`config.mk`:
```
export PLATFORM = sky130hd
export DESIGN_NAME = pong_game_ctrl
export DESIGN_NICKNAME = d
export VERILOG_FILES = /design/src/rtl/pong_game_ctrl.sv
export SDC_FILE = /design/constraint.sdc
export NUM_CORES = 1
export LEC_CHECK = 0
export ABC_AREA = 1
export BUFFER_PORTS_ARGS = -buffer_cell sky130_fd_sc_hd__buf_2
export CAP_MARGIN = 20
export CORE_MARGIN = 2
export CORE_UTILIZATION = 45
export CTS_CLUSTER_SIZE = 20
export DETAILED_ROUTE_END_ITERATION = 10
export GPL_ROUTABILITY_DRIVEN = 0
export PLACE_DENSITY = 0.65
export SLEW_MARGIN = 15
export SYNTH_ARGS = -nofsm -noshare
export SYNTH_HDL_FRONTEND = slang
export SYNTH_SLANG_ARGS = --single-unit
```
`constraint.sdc`:
```
create_clock -name clk -period 4.2 [get_ports clk]
set_input_delay 0.63 -clock clk [delete_from_list [all_inputs] [get_ports clk]]
set_output_delay 0.63 -clock clk [all_outputs]
set_load 0.02 [all_outputs]
```
`src/rtl/pong_game_ctrl.sv`:
```
// Pong match sequencer.
// Runs the match FSM (IDLE, SERVE, PLAY, POINT, OVER), derives a frame tick
// from the falling edge of vsync, counts serve/point delays in frames, keeps
// both scores, declares the winner and drives the ball datapath controls.
//
// Ports:
//   clk          pixel clock
//   reset        synchronous, active-high reset
//   vsync        raw vsync; falling edge is the frame tick
//   start        synchronised start button (level)
//   miss_left    ball left the playfield on the left side (level)
//   miss_right   ball left the playfield on the right side (level)
//   ball_run     enables ball motion updates
//   ball_serve   one-clk pulse: recentre the ball
//   serve_dir    direction of the next serve (1 = toward right player)
//   score_left   left player score
//   score_right  right player score
//   game_state   current FSM state encoding
//   winner       00 none, 01 left, 10 right
//   flash        blink enable for the game-over banner
//
// Optional build macro ATTRACT_MODE_EN: demo play in IDLE (ball runs, a miss
// recentres the ball and flips the serve direction, scores untouched).

module pong_game_ctrl #(
  parameter int unsigned WIN_SCORE    = 7,
  parameter int unsigned SERVE_FRAMES = 60,
  parameter int unsigned POINT_FRAMES = 30
) (
  input  logic       clk,
  input  logic       reset,
  input  logic       vsync,
  input  logic       start,
  input  logic       miss_left,
  input  logic       miss_right,
  output logic       ball_run,
  output logic       ball_serve,
  output logic       serve_dir,
  output logic [3:0] score_left,
  output logic [3:0] score_right,
  output logic [2:0] game_state,
  output logic [1:0] winner,
  output logic       flash
);

  localparam int unsigned SCORE_W = 4;
  localparam int unsigned CNT_W   = 8;

  localparam logic [SCORE_W-1:0] WIN_S      = SCORE_W'(WIN_SCORE);
  localparam logic [CNT_W-1:0]   SERVE_LAST = CNT_W'(SERVE_FRAMES - 1);
  localparam logic [CNT_W-1:0]   POINT_LAST = CNT_W'(POINT_FRAMES - 1);

  typedef enum logic [2:0] {
    ST_IDLE  = 3'd0,
    ST_SERVE = 3'd1,
    ST_PLAY  = 3'd2,
    ST_POINT = 3'd3,
    ST_OVER  = 3'd4
  } state_e;

  state_e             state_q, state_d;
  logic [CNT_W-1:0]   frame_cnt_q, frame_cnt_d;
  logic [SCORE_W-1:0] score_left_q, score_left_d;
  logic [SCORE_W-1:0] score_right_q, score_right_d;
  logic [1:0]         winner_q, winner_d;
  logic               serve_dir_q, serve_dir_d;
  logic               vsync_q, start_q;
  logic               serve_pend_q, serve_pend_d;
  logic               ball_serve_q, ball_serve_d;
  logic               ball_run_q, ball_run_d;
  logic               flash_q, flash_d;

  logic tick;
  logic start_p;
  logic any_miss;

  assign tick     = vsync_q & ~vsync;
  assign start_p  = start & ~start_q;
  assign any_miss = miss_left | miss_right;

  // State and datapath registers
  always_ff @(posedge clk) begin
    if (reset) begin
      state_q       <= ST_IDLE;
      frame_cnt_q   <= '0;
      score_left_q  <= '0;
      score_right_q <= '0;
      winner_q      <= 2'b00;
      serve_dir_q   <= 1'b1;
      vsync_q       <= 1'b1;
      start_q       <= 1'b1;
      serve_pend_q  <= 1'b0;
      ball_serve_q  <= 1'b0;
      ball_run_q    <= 1'b0;
      flash_q       <= 1'b0;
    end else begin
      state_q       <= state_d;
      frame_cnt_q   <= frame_cnt_d;
      score_left_q  <= score_left_d;
      score_right_q <= score_right_d;
      winner_q      <= winner_d;
      serve_dir_q   <= serve_dir_d;
      vsync_q       <= vsync;
      start_q       <= start;
      serve_pend_q  <= serve_pend_d;
      ball_serve_q  <= ball_serve_d;
      ball_run_q    <= ball_run_d;
      flash_q       <= flash_d;
    end
  end

  // Next-state and output logic
  always_comb begin
    state_d       = state_q;
    score_left_d  = score_left_q;
    score_right_d = score_right_q;
    winner_d      = winner_q;
    serve_dir_d   = serve_dir_q;
    serve_pend_d  = 1'b0;

    case (state_q)
      ST_IDLE: begin
        if (start_p) begin
          state_d       = ST_SERVE;
          score_left_d  = '0;
          score_right_d = '0;
          winner_d      = 2'b00;
        end
`ifdef ATTRACT_MODE_EN
        else if (tick && any_miss) begin
          serve_pend_d = 1'b1;
          serve_dir_d  = ~serve_dir_q;
        end
`endif
      end

      ST_SERVE: begin
        if (tick && (frame_cnt_q == SERVE_LAST)) begin
          state_d = ST_PLAY;
        end
      end

      ST_PLAY: begin
        // Misses are levels; sampling only on the tick gives one point per miss
        if (tick && any_miss) begin
          state_d = ST_POINT;
          if (miss_left && !miss_right) begin
            if (score_right_q < WIN_S) score_right_d = score_right_q + SCORE_W'(1);
            serve_dir_d = 1'b0;
          end else if (miss_right && !miss_left) begin
            if (score_left_q < WIN_S) score_left_d = score_left_q + SCORE_W'(1);
            serve_dir_d = 1'b1;
          end
        end
      end

      ST_POINT: begin
        if (tick && (frame_cnt_q == POINT_LAST)) begin
          if (score_left_q == WIN_S) begin
            state_d  = ST_OVER;
            winner_d = 2'b01;
          end else if (score_right_q == WIN_S) begin
            state_d  = ST_OVER;
            winner_d = 2'b10;
          end else begin
            state_d = ST_SERVE;
          end
        end
      end

      ST_OVER: begin
        if (start_p) begin
          state_d       = ST_SERVE;
          score_left_d  = '0;
          score_right_d = '0;
          winner_d      = 2'b00;
        end
      end

      default: begin
        state_d = ST_IDLE;
      end
    endcase

    // Recentre request on SERVE entry; the pulse itself lags one more clk
    if ((state_d == ST_SERVE) && (state_q != ST_SERVE)) begin
      serve_pend_d = 1'b1;
    end
    ball_serve_d = serve_pend_q;

    frame_cnt_d = (state_d != state_q) ? '0 : frame_cnt_q + CNT_W'(tick);

`ifdef ATTRACT_MODE_EN
    ball_run_d = (state_q == ST_PLAY) || (state_q == ST_IDLE);
`else
    ball_run_d = (state_q == ST_PLAY);
`endif

    // Computed from next values so flash tracks frame_cnt[4] without lag
    flash_d = (state_d == ST_OVER) && frame_cnt_d[4];
  end

  assign ball_run    = ball_run_q;
  assign ball_serve  = ball_serve_q;
  assign serve_dir   = serve_dir_q;
  assign score_left  = score_left_q;
  assign score_right = score_right_q;
  assign game_state  = state_q;
  assign winner      = winner_q;
  assign flash       = flash_q;

endmodule

```
==> out/metrics.yaml <==
outcome: "finished with violations"
violations: "design-rule violations"
cp_cell_sequence: "buf_2, inv_1, nand2_1, inv_1, ha_1, nand3_1, nor3b_1, nand3_1, xor2_1, nor2_1"
ys_types: 22
rsz0062_at_grt: "no"
initial_core_util_pct: 47.8
period_needed_ns: 1.70
power.leakage_nw: 0.698
slew_violations: 0
vias: 1181
crit_slowest_cell: "nor3b_1"
ys_seq_area_share_pct: 41.8
port_buffers: 22
drt-pass1-iter-count: 7
hold_class: "register to register"
worst_pin_slew_ns: 0.288
critPathKind: "input pin to register"
path_max_fanout: 3
gr-total-overflow: 0
track_usage_pct: 18.0
max_stage_delay_ns: 0.30
nets: 221
min_delay_path_depth: 2
ant_nets: 0
drive_gt1_share_pct: 17.0
setup_violations: 0
grt_max_degree: 15
fin_skew_ns: 0.00443
ir_drop_uv: 161
dp_hpwl_um: 2180
area_growth_pct: 12.5
numCtsBuffers: 3
drt_wl_total_um: 2690
rows: 19
dieArea_um2: 3430
cts_tree: "done"
clock_sinks: 28
slew_headroom_pct: 80.8
cts_resized: 0
antenna_cells: 0
cts_buffer_depth: 2
core_um2: 2810
antenna_found_initial: 0
cts_root_buffer: "clkbuf_4"
worstSkewPairLatency_ns: 0.32
reg2reg_to: "frame_cnt_q[4]"
holdPathEnd: "ball_serve"
hold_viol: 0
reg2regPathDepth: 10
r2r_slack_ns: 2.57
p_per_area_nw_per_um2: 279
fill_cells: 290
ys_warn_count: 0
drv_cap: 0
h-tree-depth: 1
stdcell_count: 237
syn-num-nets: 195
viasPerCell: 4.98
synth_cells: 182
min-delay-start: "ball_serve_d"
die_width_um: 58.6
die_h_um: 58.6
cp.required_ns: 4.47
fmax_ghz: 0.588
clk_pin_slew_ns: 0.14
synth.avg_cell_area_um2: 7.37
crit_arrival_ns: 1.97
drt-wirelength-per-cell_um: 11.3
setup_tns_ns: 0
ys_ff_latch: 28
hold_buffers: 0
period_share_pct: 40.5
post_cts_buffers: 0
first_iter_violations: 53
r2r-start: "score_left[0]"
startpoint_type: "input pin"
grt_first_pass_wirelength_um: 4750
dp.cells: 234
syn-cell-area_um2: 1340
cp-end-kind: "register"
finalPower_w: 0.000421
drc_errors: 2
grt_pass1_vias: 1116
num_io_pins: 23
report_power, final:
| part | switching [W] | internal (W) |
|---|---|---|
| combinational | 0.0000264 | 0.0000129 |
| clock | 0.0000737 | 0.0000336 |
| sequential | 0.00000373 | 0.000271 |
synth_stat cells:
| cell | n | area (um2) |
|---|---|---|
| ha_1 | 7 | 87.6 |
| o21ai_0 | 5 | 25.0 |
| or2_0 | 3 | 18.8 |
| a31oi_1 | 1 | 6.26 |
| nor3_2 | 1 | 10.0 |
| nand3_4 | 1 | 17.5 |
| nor2_2 | 4 | 25.0 |
| clkbuf_1 | 1 | 3.75 |
| xnor2_1 | 1 | 8.76 |
| nand3_1 | 20 | 100 |
| xor2_1 | 5 | 43.8 |
| nand3b_1 | 1 | 7.51 |
| nand4_1 | 4 | 25.0 |
| inv_2 | 2 | 7.51 |
| nor2_1 | 20 | 75.1 |
| inv_1 | 29 | 109 |
| a21oi_1 | 12 | 60.1 |
| nand2_1 | 33 | 124 |
| nand2_2 | 2 | 12.5 |
| nor3b_1 | 1 | 7.51 |
| dfxtp_1 | 28 | 561 |
| nor4_1 | 1 | 6.26 |
metrics by stage:
step	util, %	hold WS (ns)	instance area (um2)	worst slack, ns
after floorplan	-	0.388	1340	2.42
after global placement	53.0	0.404	1490	2.23
after detailed placement	53.0	0.401	1490	2.15
after CTS	53.8	0.420	1510	2.51
after global routing	53.8	0.452	1510	2.28
final	53.8	0.414	1510	2.50
per-layer routing:
metal	up-vias	GRT usage (%)	part of all wire [%]
met3	2	2.86	4.8
met2	24	30.0	46
met4	0	6.82	0.52
met1	525	23.4	48
met5	-	0	0
li1	630	-	-
cell usage in the layout, fill, tap and decap left out, drive strengths merged:
cell / count
nand3: 21
a31oi: 1
nor4: 1
nand3b: 1
nand2: 35
a21oi: 12
nor3b: 1
nor2: 24
buf: 22
xnor2: 1
nor3: 1
inv: 31
xor2: 5
dfxtp: 28
nand4: 4
clkbuf: 3
o21ai: 5
or2: 3
ha: 7
cell type report:
cell class / instances / area, um2 / share of cell area, %
Tap cell: 31 / 38.8 / 2.57
Multi-Input combinational cell: 122 / 661 / 43.8
Clock buffer: 3 / 22.5 / 1.49
Sequential cell: 28 / 561 / 37.1
Timing Repair Buffer: 22 / 110 / 7.30
Inverter: 31 / 116 / 7.71
logic make-up after synthesis:
kind of cell | Yosys count | share of synthesized area [%]
flops | 28 | 41.8
xor+xnor | 6 | 3.92
fa+ha+maj | 7 | 6.53
compound gates | 18 | 6.81
buf+inv | 32 | 8.95
simple gates | 91 | 32.0
sequential cells by signal, indices dropped and copies added, names as in the netlist:
| signal | count |
|---|---|
| ball_run | 1 |
| ball_serve | 1 |
| ball_serve_d | 1 |
| flash | 1 |
| frame_cnt_q | 8 |
| game_state | 3 |
| score_left | 4 |
| score_right | 4 |
| serve_dir | 1 |
| start_q | 1 |
| vsync_q | 1 |
| winner | 2 |
how the worst max path moves through the flow:
stage / from / endpoint / cells after the start
3_3_place_gp: vsync / frame_cnt_q[7] / 10
3_5_place_dp: vsync / frame_cnt_q[7] / 10
6_report: vsync / frame_cnt_q[7] / 10
2_1_floorplan: vsync / frame_cnt_q[7] / 9
5_1_grt: vsync / frame_cnt_q[7] / 10
4_1_cts: vsync / frame_cnt_q[7] / 10
worst max-delay path, delay by kind of cell:
family	cells	cell delay (ns)
XOR/XNOR	1	0.16
adder cells (fa/ha/maj)	1	0.17
buffers and inverters	3	0.25
AND/OR/NAND/NOR	5	0.76
Note: power is estimated with default switching activity, not from simulation.
